**src/rtl/enabled_register.sv**
```systemverilog
// Eight-slot register file with one write port and two independent
// combinational read ports. Synchronous reset clears every slot.
module enabled_register #(
  parameter int WIDTH = 32
) (
  input  logic             CLK,
  input  logic             reset,
  input  logic             WE,
  input  logic [2:0]       WA,
  input  logic [WIDTH-1:0] WD,
  input  logic [2:0]       RA1,
  input  logic [2:0]       RA2,
  output logic [WIDTH-1:0] RD1,
  output logic [WIDTH-1:0] RD2
);

  logic [WIDTH-1:0] slot_q [8];
  logic [WIDTH-1:0] slot_d [8];
  logic [7:0]       slot_en;

  // One-hot write decode: at most one slot enabled, none when WE is low.
  always_comb begin
    slot_en = '0;
    if (WE) slot_en[WA] = 1'b1;
  end

  always_comb begin
    for (int k = 0; k < 8; k++) begin
      slot_d[k] = slot_q[k];
      if (slot_en[k]) slot_d[k] = WD;
    end
  end

  // Reset wins over a simultaneous write.
  always_ff @(posedge CLK) begin
    for (int k = 0; k < 8; k++) begin
      if (reset) slot_q[k] <= '0;
      else       slot_q[k] <= slot_d[k];
    end
  end

  // Reads come straight from the registers, so a write is only visible after its edge.
  assign RD1 = slot_q[RA1];
  assign RD2 = slot_q[RA2];

endmodule

```
**config.mk**
```make
export PLATFORM = sky130hd
export DESIGN_NAME = enabled_register
export DESIGN_NICKNAME = d
export VERILOG_FILES = /design/src/rtl/enabled_register.sv
export SDC_FILE = /design/constraint.sdc
export NUM_CORES = 1
export LEC_CHECK = 0
export CAP_MARGIN = 25
export CORE_UTILIZATION = 25
export DETAILED_ROUTE_END_ITERATION = 7
export GPL_ROUTABILITY_DRIVEN = 1
export PLACE_DENSITY = 0.49
export REMOVE_ABC_BUFFERS = 1
export SLEW_MARGIN = 15
export SYNTH_ARGS = -nofsm -noshare
export SYNTH_HDL_FRONTEND = slang
export SYNTH_SLANG_ARGS = --single-unit
export TNS_END_PERCENT = 100
```
**constraint.sdc**
```tcl
create_clock -name CLK -period 4.2 [get_ports CLK]
set_input_delay 0.63 -clock CLK [delete_from_list [all_inputs] [get_ports CLK]]
set_output_delay 0.63 -clock CLK [all_outputs]
set_load 0.02 [all_outputs]
```
==> results.ini <==
[critical_path]
worstPathMaxFanout=36
cp.required_ns=3.57
start_kind=input pin
crit_path_top_delay_cell=mux4_1
cp.arrival_ns=2.83
critical_path.max_stage_delay_ns=0.60
criticalPathCategory=input pin to output port
endpoint_kind=output port
path_cells=buf_4, buf_12, mux4_1, mux2_2, clkdlybuf4s50_1

[placement]
place_hpwl_um=23200
gp_congestion=0.709
numPortBuffers=107

[timing]
finalMaxSlewViolations=0
tns_ns=0
slew_headroom_pct=37.6
max_freq_mhz=289
post-route-period-util_pct=82.4
tightestPinTransition_ns=0.933
rsz0062_at_grt=false
finalCriticalPeriod_ns=3.46
hold_violations=0
setup_viol=0

[flow_run]
maxCapViolCount=0

[yosys]
syn_area_um2=13600
yosysSeqAreaShare_pct=56.6
synthCells=844
synth_seq_cells=256
syn_avg_cell_area_um2=16.1
ys_types=17
yosysWarnings=0

[global_route]
grt_pass1_wl_um=59100
grt_start_max_net_pins=65
grt_pass1_vias=8818
gr-usage-all-layers_pct=14.3
use_met2_pct=25.2
gr-usage-met1_pct=18.7
grt-busiest-layer=met2
met3_usage_pct=1.62
antenna_found_initial=0
overflow=0

[cts]
max-clock-path-buffers=3
cts_tree=built
h-tree-depth=1
cts_resized=0
cts_setup_buffers=0
cts_sinks=256
cts_root_buffer=clkbuf_16
cts.reportedPaths.clkPinSlew_ns=0.06
ctsHoldBuffers=0
cts_made_buffers=28

[floorplanning]
die_w_um=235
design.die.area_um2=55300
start_util_pct=25.3
num_rows=85
die_height_um=235
pin_count=108
core_um2=53800

[cells_and_area]
n_fill_cell=5311
regArea_um2=7690
multiInputGateArea_um2=5420
regMostFlops=slot_q
top_regs=slot_q x256
area_growth_pct=20.3
postLayoutCoreUtil_pct=30.4
n_antenna_cell=0
largest_reg_flops=256
drive_above_1_share_pct=20.9
nets=964
mostFrequentLayoutCells=nor3_1 (256), edfxtp_1 (256), clkdlybuf4s50_1 (101)

[worst_hold_path]
hold_path_class=input pin to register
worstHoldPathCells=3
hp-start=WD[26]
hold_end=slot_q[2][26]

[detailed_routing]
wire_per_inst_um=24.6
drtAntennaViolNets=0
viasPerCell=5.06
routed_wl_um=40200
drc=0
dr_total_vias=8273
drtPass1Iterations=7
drt_iter0_drc=430

[pwr]
vdd_ir_drop_max_v=0.000203
clkPwrFrac_pct=35.5
p_leak_nw=5.19
combPwrFrac_pct=17.1
power.internal_mw=4.81
swShare_pct=25.4
power_density_nw_per_um2=395
seqPwrFrac_pct=47.4
p_switching_mw=1.64

[status]
status=completed

## cell usage after synthesis, drive strengths merged
master	n	area [um2]
edfxtp	256	7690
nor3	256	1280
mux4	128	3180
mux2	64	728
buf	57	350
clkbuf	35	131
clkinv	32	120
o21bai	8	60.1
nand2b	3	18.8
nand2	2	7.51
nand3b	1	7.51
or2	1	6.26
or3b	1	8.76
## logic make-up after synthesis
group,after synthesis,synth area share [%]
and+or+nand+nor,264,9.79
buffers and inverters,124,4.43
AOI/OAI and AO/OA,8,0.442
muxes,192,28.8
DFF,256,56.6
## critical path, delay by kind of cell
kind	cells	cell delay (ns)
multiplexers	2	0.93
buffers and inverters	3	1.18
## stage by stage
step                      total power [mW]  hold slack, ns  instance area, um2  setup WS, ns  cells
final                                 6.46           0.874               16300         0.740   1636
after detailed placement              4.24            1.43               15500         0.734   1586
after global placement                4.23            1.43               15500         0.748   1586
after global routing                  6.67           0.875               16300         0.684   1636
after CTS                             6.52           0.858               16300         0.738   1636
after floorplan                       3.66           0.965               13100         0.335    752
## worst max-delay path by stage
stage | to | slack (ns) | startpoint | depth (start not counted)
after floorplan | slot_q[3][0] | 0.33 | WA[2] | 2
after global placement | RD2[0] | 0.75 | RA2[0] | 5
after detailed placement | RD2[0] | 0.73 | RA2[0] | 5
after CTS | RD2[0] | 0.74 | RA2[0] | 5
after global routing | RD2[0] | 0.68 | RA2[0] | 5
final | RD2[0] | 0.74 | RA2[0] | 5
## layout make-up
cell class	count	share of cell area (%)
Sequential cell	256	47.0
Multi-Input combinational cell	464	33.2
Timing Repair Buffer	138	8.62
Tap cell	696	5.33
Clock buffer	37	4.62
Inverter	32	0.735
Clock inverter	13	0.513
## power groups by stage
stage | sequential [mW] | clock (mW) | combinational [mW]
after global placement | 3.10 | 0 | 1.13
after global routing | 3.08 | 2.42 | 1.17
final | 3.06 | 2.29 | 1.10
after floorplan | 3.08 | 0 | 0.579
after detailed placement | 3.11 | 0 | 1.13
after CTS | 3.06 | 2.33 | 1.13
## metal layers
| layer | wire, um | up-vias | part of all wire (%) |
|---|---|---|---|
| met4 | 858 | 0 | 2.1 |
| met3 | 1450 | 57 | 3.6 |
| met1 | 17600 | 4377 | 44 |
| met2 | 20300 | 180 | 50 |
| li1 | - | 3659 | - |
| met5 | 0 | - | 0 |
Note: power is estimated with default switching activity, not from simulation.
